<file path="src/rtl/add_stream_stage.sv">
// Two-stage valid/ready add/sub/accumulate stage: S1 holds the operands, a
// chained 4-bit carry-lookahead adder sits between S1 and the S2 result register.
module add_stream_stage #(
  parameter int unsigned WIDTH = 16
) (
  input  logic             clk,
  input  logic             rst_n,
  input  logic             in_valid,
  output logic             in_ready,
  input  logic [WIDTH-1:0] in_A,
  input  logic [WIDTH-1:0] in_B,
  input  logic             in_cin,
  input  logic [1:0]       in_op,
  output logic             out_valid,
  input  logic             out_ready,
  output logic [WIDTH-1:0] out_sum,
  output logic             out_cout,
  output logic             out_ovf,
  output logic             out_zero
);

  localparam int unsigned NB = WIDTH / 4;

  typedef enum logic [1:0] {
    OP_ADD = 2'b00,
    OP_SUB = 2'b01,
    OP_ACC = 2'b10,
    OP_CLR = 2'b11
  } op_e;

  if ((WIDTH % 4) != 0 || WIDTH < 4 || WIDTH > 64) begin : g_bad_width
    $error("add_stream_stage: WIDTH must be a multiple of 4 in 4..64");
  end

  logic             s1_valid;
  logic [WIDTH-1:0] s1_a;
  logic [WIDTH-1:0] s1_b;
  logic             s1_cin;
  op_e              s1_op;
  logic [WIDTH-1:0] acc;

  logic             s2_advance;
  logic             s1_move;
  logic             accept;

  logic [WIDTH-1:0] a_eff;
  logic [WIDTH-1:0] b_eff;
  logic [WIDTH-1:0] sum;
  logic [NB:0]      blk_c;
  logic             ovf;

  assign s2_advance = !out_valid || out_ready;
  assign s1_move    = s1_valid && s2_advance;
  assign in_ready   = rst_n && (!s1_valid || s2_advance);
  assign accept     = in_valid && in_ready;

  // ACC reads acc at S1; acc is written on the same edge that S1 advances,
  // so a following ACC beat entering S1 sees the freshly written value.
  assign a_eff    = (s1_op == OP_ACC) ? acc : s1_a;
  assign b_eff    = (s1_op == OP_SUB) ? ~s1_b : s1_b;
  assign blk_c[0] = (s1_op == OP_SUB) ? 1'b1 : s1_cin;

  for (genvar k = 0; k < NB; k++) begin : g_cla
    logic [3:0] g;
    logic [3:0] p;
    logic [3:0] c;

    assign g = a_eff[4*k +: 4] & b_eff[4*k +: 4];
    assign p = a_eff[4*k +: 4] ^ b_eff[4*k +: 4];

    assign c[0] = blk_c[k];
    assign c[1] = g[0] | (p[0] & c[0]);
    assign c[2] = g[1] | (p[1] & g[0]) | (p[1] & p[0] & c[0]);
    assign c[3] = g[2] | (p[2] & g[1]) | (p[2] & p[1] & g[0])
                | (p[2] & p[1] & p[0] & c[0]);
    assign blk_c[k+1] = g[3] | (p[3] & g[2]) | (p[3] & p[2] & g[1])
                      | (p[3] & p[2] & p[1] & g[0])
                      | (p[3] & p[2] & p[1] & p[0] & c[0]);

    assign sum[4*k +: 4] = p ^ c;
  end

  assign ovf = (a_eff[WIDTH-1] == b_eff[WIDTH-1]) && (sum[WIDTH-1] != a_eff[WIDTH-1]);

  always_ff @(posedge clk or negedge rst_n) begin
    if (!rst_n) begin
      s1_valid  <= 1'b0;
      s1_a      <= '0;
      s1_b      <= '0;
      s1_cin    <= 1'b0;
      s1_op     <= OP_ADD;
      acc       <= '0;
      out_valid <= 1'b0;
      out_sum   <= '0;
      out_cout  <= 1'b0;
      out_ovf   <= 1'b0;
      out_zero  <= 1'b0;
    end else begin
      if (s2_advance) begin
        out_valid <= s1_valid;
      end

      if (s1_move) begin
        if (s1_op == OP_CLR) begin
          out_sum  <= '0;
          out_cout <= 1'b0;
          out_ovf  <= 1'b0;
          out_zero <= 1'b1;
          acc      <= '0;
        end else begin
          out_sum  <= sum;
          out_cout <= blk_c[NB];
          out_ovf  <= ovf;
          out_zero <= (sum == '0);
          if (s1_op == OP_ACC) begin
            acc <= sum;
          end
        end
      end

      if (accept) begin
        s1_valid <= 1'b1;
        s1_a     <= in_A;
        s1_b     <= in_B;
        s1_cin   <= in_cin;
        s1_op    <= op_e'(in_op);
      end else if (s1_move) begin
        s1_valid <= 1'b0;
      end
    end
  end

endmodule
</file>
<file path="config.mk">
export PLATFORM = sky130hd
export DESIGN_NAME = add_stream_stage
export DESIGN_NICKNAME = d
export VERILOG_FILES = /design/src/rtl/add_stream_stage.sv
export SDC_FILE = /design/constraint.sdc
export NUM_CORES = 1
export LEC_CHECK = 0
export CAP_MARGIN = 20
export CORE_ASPECT_RATIO = 0.5
export CORE_MARGIN = 4
export CORE_UTILIZATION = 50
export CTS_CLUSTER_DIAMETER = 50
export CTS_CLUSTER_SIZE = 10
export DETAILED_ROUTE_END_ITERATION = 10
export GPL_ROUTABILITY_DRIVEN = 0
export PLACE_DENSITY_LB_ADDON = 0.3
export SLEW_MARGIN = 5
export SYNTH_ARGS = -nofsm -noshare
export SYNTH_HDL_FRONTEND = slang
export SYNTH_SLANG_ARGS = --single-unit
</file>
<file path="constraint.sdc">
create_clock -name clk -period 12.6 [get_ports clk]
set_input_delay 2.52 -clock clk [delete_from_list [all_inputs] [get_ports clk]]
set_output_delay 2.52 -clock clk [all_outputs]
set_load 0.01 [all_outputs]
</file>
==> results by group, run 1 <==
Clock network
  – CTS root buf: clkbuf_16
  – Clock latency on the worst-skew pair: 0.34 ns
  – TritonCTS clock tree: yes
  – # hold bufs at CTS: 0
  – Clock tree buffer depth: 2
  – Reg clk slew, reported paths: 0.05 ns
  – Num CTS Buffers: 9
  – Post-CTS sizing: 0
  – Clock sink count: 72
  – Htree depth: 3
  – Number of post-CTS setup repair buffers: 0

Final layout
  – Multi-input gate area: 0.00208 mm2
  – Layout Area Growth over Synthesis: 25.7%
  – Share of cells above drive strength 1: 14.5%
  – Antenna diode count: 0
  – FF/Latch Area: 0.00180 mm2
  – FILL cells: 582
  – # nets final: 508

Drt
  – Vias: 3010
  – Top Layer Used: met4
  – DRC: 0
  – Wire length on met3: 769 um
  – Via/cell ratio: 5.36
  – Wl on met1: 5120 um
  – Wirelength, routed: 9290 um
  – DRT Pass-1 Iters: 6
  – Post-DRT Antenna Nets: 0
  – Iter 0 DRT Violations: 253
  – WL met2: 3280 um
  – DR WL/cell: 16.5 um

Critical path
  – Worst reg2reg setup slack: 7.07 ns
  – Crit-path slowest cell: clkdlybuf4s50_1
  – Largest stage delay, worst path: 0.55 ns
  – Worst r2r src: s1_op[1]$_DFFE_PN0P_
  – Critical path required time: 10.08 ns
  – WP data arrival: 3.86 ns
  – CP Cell Sequence: clkdlybuf4s50_1 > nand3b_1 > and2_1 > clkdlybuf4s50_1
  – WS Path Type: input pin to primary output
  – Most used cell, CP: clkdlybuf4s50_1
  – Crit. Startpoint: out_ready
  – Crit path launch type: input pin
  – Worst Path Max Fanout: 2
  – CP Capture Type: primary output

Place
  – DP HPWL: 6950 um
  – Port bufs: 59
  – Worst slack, placed: 6.20 ns

GRT
  – GRT Util Overall: 20.2%
  – Number of global-route vias before repair: 2755
  – Largest net degree at the start of global routing: 44
  – Total gr overflow: 0
  – First-pass GRT wire length: 14700 um
  – Initial antenna violation count: 0

STA
  – Min cycle time layout: 6.38 ns
  – Setup TNS: 0 ns
  – Slew Viols, Final: 0
  – Worst-Margin Slew: 0.912 ns
  – Setup-failing EPs final: 0
  – RSZ-0062 raised after global routing: false
  – Fin crit share: 50.6%
  – Setup ws final: 6.22 ns
  – Fmax: 0.157 GHz
  – Worst rel slew slack: 39.2%
  – Clock skew: 0.00892 ns
  – Final hold violations: 0

Die
  – Core area: 0.00751 mm2
  – Row count: 22
  – Starting Density: 52.9%
  – Die Wd: 134 um
  – Die area: 0.00953 mm2
  – DIE HEIGHT: 71.1 um
  – I/O Pins: 60

Status
  – Status: finished clean

Yosys
  – Syn Nets: 453
  – Synth Register Bits: 72
  – Asr flop ratio synth: 100%
  – Yosys warning total: 0
  – Avg Cell Area, Syn: 10.1 um2
  – Post-synthesis sequential area ratio: 45.3%
  – Ys flop type: dfrtp_1
  – Synth Instances: 394
  – Netlist Area Pre-Place: 0.00398 mm2
  – Distinct cell type count after synthesis: 47
  – Post-synth EDFFs: 0

Pwr
  – Leakage: 2.25 nW
  – Pwr Density: 241 mW/mm2
  – Peak VDD IR: 0.0976 mV
  – Total power: 1.21 mW

Worst hold path
  – Hold Crit Class: flip-flop to flip-flop
  – Hold Startpoint: out_sum[1]$_DFFE_PN0P_

Flow run
  – Max-cap violations: 0
## final timing paths
| check | end | depth (start not counted) |
|---|---|---|
| setup reg to reg | out_zero$_DFFE_PN0P_ | 16 |
| hold / removal | out_sum[1]$_DFFE_PN0P_ | 2 |
| max in group asynchronous | out_sum[15]$_DFFE_PN0P_ | 2 |
| setup / recovery | in_ready | 4 |
| hold reg to reg | out_sum[1]$_DFFE_PN0P_ | 2 |
| min in group asynchronous | s1_a[4]$_DFFE_PN0P_ | 1 |
## worst max-delay path: cells and delay by family
family / cells / cell delay [ns]
AND/OR/NAND/NOR: 2 / 0.32
buffers and inverters: 2 / 1.03
## synth_stat cells (3+ instances only)
cell	number	area (um2)
and2_1	4	25.0
a21oi_1	7	35.0
o31ai_1	9	67.6
ha_1	16	200
a21o_1	5	37.5
inv_1	4	15.0
clkbuf_1	17	63.8
xnor2_1	22	193
nor3_1	5	25.0
dfrtp_1	72	1800
o21ai_0	26	130
nand2_1	102	383
nor2_1	7	26.3
a211o_1	3	26.3
mux2_2	36	405
fa_1	4	80.1
nand3_1	6	30.0
xor2_1	7	61.3
nand2b_1	5	31.3
## logic make-up (layout without fill, tap and decap cells)
family / Yosys count / after routing / share of synthesized area [%]
AO/OA/AOI/OAI: 69 / 69 / 12.1
XOR/XNOR: 29 / 29 / 6.39
adder cells (fa/ha/maj): 20 / 20 / 7.05
buffers and inverters: 22 / 82 / 2.33
flip-flops: 72 / 72 / 45.3
multiplexers: 38 / 38 / 10.7
AND/OR/NAND/NOR: 144 / 144 / 16.1
## metal layers
layer  vias up  GRT usage (%)
li1       1474              -
met1      1415           34.1
met2       110           23.6
met3        11           5.75
met4         0           6.43
met5         -              0
## sequential cells by signal, indices dropped and copies added, names as in the netlist
register,count
out_valid,1
s1_cin,1
out_sum,16
s1_b,16
s1_a,16
s1_op,2
out_zero,1
s1_valid,1
acc,16
out_ovf,1
out_cout,1
## where the power goes
| part | switching (mW) | internal [mW] |
|---|---|---|
| Clock | 0.0974 | 0.204 |
| Combinational | 0.318 | 0.242 |
| Sequential | 0.0433 | 0.301 |
## layout make-up
| class | instances | area share, % |
|---|---|---|
| Clock buffer | 11 | 5.06 |
| Clock inverter | 5 | 2.05 |
| Timing Repair Buffer | 62 | 12.2 |
| Sequential cell | 72 | 36.0 |
| Inverter | 4 | 0.300 |
| Tap cell | 108 | 2.70 |
| Multi-Input combinational cell | 300 | 41.7 |
## cells in the final DEF (no fill, tap or decap), types with 2 or more instances in the layout
cell type        count
nand2_1            102
dfrtp_1             72
clkdlybuf4s50_1     58
mux2_2              36
o21ai_0             26
xnor2_1             22
ha_1                16
o31ai_1              9
clkbuf_16            9
nor2_1               7
a21oi_1              7
xor2_1               7
nand3_1              6
nand2b_1             5
a21o_1               5
nor3_1               5
inv_1                4
and2_1               4
fa_1                 4
a211o_1              3
bufinv_16            3
buf_4                3
o211ai_1             2
a211oi_1             2
o211a_1              2
and2_2               2
o21a_1               2
and3_1               2
o2111ai_1            2
o41ai_1              2
mux2i_1              2
clkbuf_8             2
## per-stage QoR
step | hold slack, ns | instances | instance area, um2 | utilization (%)
6_report | 0.477 | 562 | 5000 | 66.5
5_1_grt | 0.491 | 562 | 5000 | 66.5
4_1_cts | 0.483 | 561 | 4990 | 66.4
3_5_place_dp | 0.469 | 545 | 4640 | 61.7
3_3_place_gp | 0.462 | 545 | 4640 | 61.7
2_1_floorplan | 0.448 | 394 | 3980 | -
No activity file was read; power rests on OpenSTA's default activity.
==> run 2: changes to the inputs <==
- CORE_UTILIZATION: 50 -> 49
- clock period: 12.6 -> 5.78 ns (I/O delays scaled with it)
==> results by group, run 2 (synthesized netlist as in run 1, its figures left out) <==
STA
  – Setup-failing EPs final: 0 (unchanged)
  – RSZ-0062 raised after global routing: false
  – Worst hold slack: 0.476 ns (-0.000481 ns)
  – Clock skew: 0.00673 ns (-0.00220 ns)
  – Fin crit share: 88.3%
  – Fmax: 0.196 GHz
  – Final hold violations: 0 (unchanged)
  – Worst-Margin Slew: 0.868 ns (-0.0443 ns)
  – Slew Viols, Final: 0 (unchanged)
  – Min cycle time layout: 5.11 ns
  – Worst rel slew slack: 42.0% (+2.8 points)
  – Setup TNS: 0 ns (unchanged)

Final layout
  – FF/Latch Area: 0.00180 mm2 (unchanged)
  – Post-route insts no fill: 563 (+0.18%)
  – Layout Area Growth over Synthesis: 24.9%
  – Antenna diode count: 0 (unchanged)
  – Share of cells above drive strength 1: 14.7% (+0.19 points)
  – Multi-input gate area: 0.00208 mm2 (unchanged)
  – Leading cell types in the layout, fill and taps excluded: nand2_1, dfrtp_1, clkdlybuf4s50_1
  – # nets final: 510 (+0.39%)
  – FILL cells: 646 (+11%)
  – Commonest non-fill, non-tap cell in the layout: nand2_1

Critical path
  – CP Cell Sequence: nand2b_1 > xnor2_1 > ha_1 > and2_1 > a221o_1 > nor2_1 > o211ai_1 > a21o_1 > fa_1 > or4b_4 > a2111oi_4 > and4_1 > o41ai_1 > a21o_1 > or4_4 > o21ai_2
  – Most used cell, CP: a21o_1
  – CP Capture Type: flip-flop
  – Worst Path Max Fanout: 9 (+7)
  – Crit-path slowest cell: or4b_4
  – CP delay by family, top: simple AND/OR/NAND/NOR gates
  – Crit path buffers/inverters: 0 (-2)
  – WP data arrival: 5.38 ns (+1.52 ns)
  – Crit path launch type: flip-flop
  – WS Path Type: flip-flop to flip-flop
  – Critical path required time: 6.05 ns (-4.03 ns)
  – Largest stage delay, worst path: 0.51 ns (-0.04 ns)

Worst hold path
  – Hold Crit Class: flip-flop to flip-flop

Clock network
  – Num CTS Buffers: 9 (unchanged)
  – CTS root buf: clkbuf_16
  – TritonCTS clock tree: yes
  – # hold bufs at CTS: 0 (unchanged)
  – Post-CTS sizing: 0 (unchanged)
  – Reg clk slew, reported paths: 0.06 ns (about the same)
  – Clock tree buffer depth: 2 (unchanged)
  – Clock sink count: 72 (unchanged)
  – Number of post-CTS setup repair buffers: 0 (unchanged)
  – Htree depth: 3 (unchanged)
  – Clock latency on the worst-skew pair: 0.34 ns (about the same)

GRT
  – Total gr overflow: 0 (unchanged)
  – Initial antenna violation count: 0 (unchanged)
  – Largest net degree at the start of global routing: 43 (-2.3%)
  – GRT Util Overall: 20.1% (-0.17 points)
  – Number of global-route vias before repair: 2873 (+4.3%)
  – First-pass GRT wire length: 15000 um (+1.5%)

Drt
  – DRC: 0 (unchanged)
  – Iter 0 DRT Violations: 244 (-3.6%)
  – Vias: 3042 (+1.1%)
  – Post-DRT Antenna Nets: 0 (unchanged)
  – DRT Pass-1 Iters: 5 (-1)
  – DR WL/cell: 16.4 um (-0.87%)
  – Via/cell ratio: 5.40 (+0.88%)
  – Wirelength, routed: 9220 um (-0.69%)

Pwr
  – Sw Share: 39.4% (+1.4 points)
  – Peak VDD IR: 0.228 mV (+130%)
  – Combinational share of power: 48.5% (+2.0 points)
  – Total internal power: 1.56 mW (+110%)
  – Pwr Density: 519 mW/mm2 (+120%)
  – Leakage: 2.23 nW (-0.68%)
  – Clock share of power: 22.6% (-2.4 points)
  – NetSw: 1.02 mW (+120%)
  – Share of power burned in registers: 29.0% (+0.4 points)

Die
  – DIE HEIGHT: 71.7 um (+0.90%)
  – I/O Pins: 60 (unchanged)
  – Row count: 22 (unchanged)
  – Die area: 0.00971 mm2 (+1.9%)
  – Die Wd: 135 um (+0.95%)
  – Core area: 0.00760 mm2 (+1.1%)
  – Starting Density: 52.4% (-0.58 points)

Flow run
  – Max-cap violations: 0 (unchanged)

Place
  – DP HPWL: 6930 um (-0.28%)
  – DP Cell Count: 548 (+0.55%)
  – Port bufs: 59 (unchanged)

Status
  – Status: finished clean
## run 2: cell count changes in the layout (fill, tap and decap cells not counted)
cell | before | now
clkbuf_8 | 2 | 0
bufinv_16 | 3 | 2
buf_4 | 3 | 5
clkinv_2 | 1 | 2
clkinvlp_4 | 1 | 2
## run 2: per-layer routing
layer	vias to the layer above	wire length [um]	track usage, %
li1	1482	-	-
met1	1439	5000	33.2
met5	-	0	0
met3	10	804	7.01
met2	111	3320	23.4
met4	0	96	5.47
## run 2: worst register-to-register path, cell delays in order (launching register included)
cell and delay [ns]:
dfrtp_1 0.45, nand2b_1 0.44, xnor2_1 0.24, ha_1 0.39
and2_1 0.21, a221o_1 0.35, nor2_1 0.21, o211ai_1 0.22
a21o_1 0.24, fa_1 0.50, or4b_4 0.51, a2111oi_4 0.19
and4_1 0.25, o41ai_1 0.09, a21o_1 0.16, or4_4 0.47
o21ai_2 0.11
## run 2: worst paths after layout
path / from / to / slack (ns) / cells past startpoint
max in group asynchronous: rst_n / acc[8]$_DFFE_PN0P_ / 4.07 / 3
worst max register to register: s1_op[1]$_DFFE_PN0P_ / out_zero$_DFFE_PN0P_ / 0.67 / 16
min in group asynchronous: rst_n / s1_b[1]$_DFFE_PN0P_ / 0.83 / 2
worst max-delay path: s1_op[1]$_DFFE_PN0P_ / out_zero$_DFFE_PN0P_ / 0.67 / 16
worst min-delay path: out_sum[1]$_DFFE_PN0P_ / out_sum[1]$_DFFE_PN0P_ / 0.48 / 2
worst min register to register: out_sum[1]$_DFFE_PN0P_ / out_sum[1]$_DFFE_PN0P_ / 0.48 / 2
## run 2: layout make-up
class | instances | area share [%]
clock inverters | 6 | 1.71
flip-flops and latches | 72 | 36.3
repair buffers | 64 | 12.5
multi-input cells | 300 | 41.9
well taps | 108 | 2.72
inverters | 4 | 0.302
clock buffers | 9 | 4.53
## run 2: through the flow
| step | utilization (%) | worst slack (ns) | area (um2) | total power, mW |
|---|---|---|---|---|
| after detailed placement | 61.3 | 0.773 | 4660 | 1.97 |
| after floorplan | - | 0.697 | 3980 | 1.56 |
| final | 65.4 | 0.675 | 4970 | 2.58 |
| after global routing | 65.4 | 0.430 | 4970 | 2.74 |
| after global placement | 61.3 | 0.903 | 4660 | 1.95 |
| after CTS | 65.4 | 0.707 | 4970 | 2.56 |
## run 2: power groups by stage
stage	registers (mW)	logic [mW]	clock network, mW
after floorplan	0.760	0.797	0
after global placement	0.748	1.20	0
after detailed placement	0.753	1.22	0
after CTS	0.747	1.23	0.590
after global routing	0.768	1.36	0.611
final	0.747	1.25	0.582
==> run 3: changes to the inputs <==
- CORE_MARGIN: 4 -> 5
==> results by group, run 3 (synthesized netlist as in run 1, its figures left out) <==
GRT
  – Largest net degree at the start of global routing: 44 (+2.3%)
  – Total gr overflow: 0 (unchanged)
  – First-pass GRT wire length: 14600 um (-2.3%)
  – GRT Util Overall: 19.2% (-0.89 points)
  – Initial antenna violation count: 0 (unchanged)
  – Number of global-route vias before repair: 2804 (-2.4%)

Drt
  – DRT Pass-1 Iters: 5 (unchanged)
  – Wirelength, routed: 9120 um (-1.1%)
  – Post-DRT Antenna Nets: 0 (unchanged)
  – DR WL/cell: 16.1 um (-1.8%)
  – DRC: 0 (unchanged)
  – Vias: 2999 (-1.4%)
  – Via/cell ratio: 5.29 (-2.1%)
  – Iter 0 DRT Violations: 180 (-26%)

Critical path
  – CP delay by family, top: simple AND/OR/NAND/NOR gates
  – Crit path launch type: flip-flop
  – Critical path required time: 6.05 ns (about the same)
  – Most used cell, CP: a21o_1
  – WS Path Type: flip-flop to flip-flop
  – R2R depth: 16 (unchanged)
  – Largest stage delay, worst path: 0.52 ns (about the same)
  – WP data arrival: 5.40 ns (+0.02 ns)
  – Worst Path Max Fanout: 10 (+1)
  – Worst reg2reg setup slack: 0.65 ns (-0.03 ns)
  – Crit-path slowest cell: fa_1
  – Worst r2r src: s1_op[1]$_DFFE_PN0P_
  – CP Cell Sequence: nand2b_1 > xnor2_1 > ha_1 > and2_1 > a221o_1 > nor2_1 > o211ai_1 > a21o_1 > fa_1 > or4b_4 > a2111oi_4 > and4_1 > o41ai_1 > a21o_1 > or4_4 > o21ai_2
  – CP Capture Type: flip-flop
  – Crit. Startpoint: s1_op[1]$_DFFE_PN0P_
  – Levels on crit path: 16 (unchanged)
  – Worst R2R End: out_zero$_DFFE_PN0P_
  – Crit path buffers/inverters: 0 (unchanged)
  – Worst Setup EP: out_zero$_DFFE_PN0P_

Die
  – Die Wd: 137 um (+1.5%)
  – DIE HEIGHT: 73.7 um (+2.8%)
  – I/O Pins: 60 (unchanged)
  – Die area: 0.0101 mm2 (+4.3%)
  – Core area: 0.00794 mm2 (+4.5%)
  – Row count: 23 (+4.5%)
  – Starting Density: 50.1% (-2.3 points)

Final layout
  – # nets final: 510 (unchanged)
  – Layout Area Growth over Synthesis: 24.4%
  – Final Core Density: 62.3% (-3.1 points)
  – FF/Latch Area: 0.00180 mm2 (unchanged)
  – Finished Cell Area: 0.00495 mm2 (-0.38%)
  – Commonest non-fill, non-tap cell in the layout: nand2_1
  – Share of cells above drive strength 1: 14.7% (unchanged)
  – Antenna diode count: 0 (unchanged)
  – Post-route insts no fill: 567 (+0.71%)
  – Leading cell types in the layout, fill and taps excluded: nand2_1, dfrtp_1, clkdlybuf4s50_1
  – FILL cells: 690 (+6.8%)
  – Multi-input gate area: 0.00208 mm2 (unchanged)

STA
  – Worst rel slew slack: 42.0% (-0.043 points)
  – Final hold violations: 0 (unchanged)
  – Min cycle time layout: 5.13 ns (+0.0291 ns)
  – Fmax: 0.195 GHz (-0.57%)
  – Clock skew: 0.00700 ns (+0.000278 ns)
  – Setup ws final: 0.646 ns (-0.0291 ns)
  – Fin crit share: 88.8% (+0.50 points)
  – Slew Viols, Final: 0 (unchanged)
  – Setup-failing EPs final: 0 (unchanged)
  – Setup TNS: 0 ns (unchanged)
  – Worst hold slack: 0.473 ns (-0.00254 ns)
  – RSZ-0062 raised after global routing: false
  – Worst-Margin Slew: 0.868 ns (+0.000638 ns)

Worst hold path
  – Hold Crit Class: flip-flop to flip-flop

Clock network
  – CTS root buf: clkbuf_16
  – Htree depth: 3 (unchanged)
  – Post-CTS sizing: 0 (unchanged)
  – Reg clk slew, reported paths: 0.06 ns (about the same)
  – Clock tree buffer depth: 2 (unchanged)
  – Clock latency on the worst-skew pair: 0.34 ns (about the same)
  – # hold bufs at CTS: 0 (unchanged)
  – TritonCTS clock tree: yes
  – Number of post-CTS setup repair buffers: 0 (unchanged)
  – Clock sink count: 72 (unchanged)
  – Num CTS Buffers: 9 (unchanged)

Pwr
  – Leakage: 2.23 nW (-0.28%)
  – Pwr Density: 507 mW/mm2 (-2.1%)
  – Clock share of power: 21.2% (-1.4 points)
  – NetSw: 0.995 mW (-2.1%)
  – Sw Share: 39.6% (+0.19 points)
  – Peak VDD IR: 0.226 mV (-1.0%)
  – Share of power burned in registers: 29.7% (+0.7 points)
  – Total internal power: 1.52 mW (-2.8%)
  – Total power: 2.51 mW (-2.5%)
  – Combinational share of power: 49.1% (+0.6 points)

Status
  – Status: finished clean

Place
  – DP Cell Count: 552 (+0.73%)
  – Post-placement cell area: 0.00466 mm2 (+0.11%)
  – Port bufs: 59 (unchanged)
  – Worst slack, placed: 0.701 ns (-0.0714 ns)
  – DP HPWL: 7000 um (+0.97%)

Flow run
  – Max-cap violations: 0 (unchanged)
==> run 3: changes by cell type in the layout (fill, tap and decap cells not counted), sizes merged <==
| cell | delta |
|---|---|
| bufinv | -1 |
| clkinvlp | -1 |
| clkinv | +2 |
==> run 3: worst register-to-register path, delay by kind of cell, from the launching register on <==
family | cells | cell delay, ns
simple gates | 6 | 2.08
compound gates | 7 | 1.34
fa+ha+maj | 2 | 0.92
flops | 1 | 0.45
xor+xnor | 1 | 0.26
==> run 3: metal layers <==
| metal | global-route usage (%) | vias to the layer above | wire, um |
|---|---|---|---|
| li1 | - | 1474 | - |
| met1 | 31.5 | 1410 | 4810 |
| met2 | 23.3 | 107 | 3400 |
| met3 | 5.75 | 8 | 811 |
| met4 | 5.31 | 0 | 95 |
| met5 | 0 | - | 0 |
==> run 3: cell type report <==
type                            instances  area share (%)
Clock buffer                            9            4.55
Clock inverter                          6            1.24
Inverter                                4           0.303
Multi-Input combinational cell        300            42.1
Sequential cell                        72            36.4
Tap cell                              112            2.83
Timing Repair Buffer                   64            12.6
==> run 3: power groups by stage <==
stage,combinational (mW),clock [mW],sequential [mW]
finish,1.23,0.533,0.746
global route,1.35,0.565,0.766
CTS,1.22,0.546,0.746
detailed placement,1.21,0,0.752
global placement,1.19,0,0.747
floorplan,0.797,0,0.760
==> run 3: worst min path at each step <==
stage | from | to | slack, ns | depth (start not counted)
2_1_floorplan | acc[0]$_DFFE_PN0P_ | acc[0]$_DFFE_PN0P_ | 0.45 | 2
3_3_place_gp | acc[3]$_DFFE_PN0P_ | acc[3]$_DFFE_PN0P_ | 0.46 | 2
3_5_place_dp | out_sum[2]$_DFFE_PN0P_ | out_sum[2]$_DFFE_PN0P_ | 0.46 | 2
4_1_cts | out_sum[2]$_DFFE_PN0P_ | out_sum[2]$_DFFE_PN0P_ | 0.48 | 2
5_1_grt | out_sum[7]$_DFFE_PN0P_ | out_sum[7]$_DFFE_PN0P_ | 0.51 | 2
6_report | out_sum[4]$_DFFE_PN0P_ | out_sum[4]$_DFFE_PN0P_ | 0.47 | 2
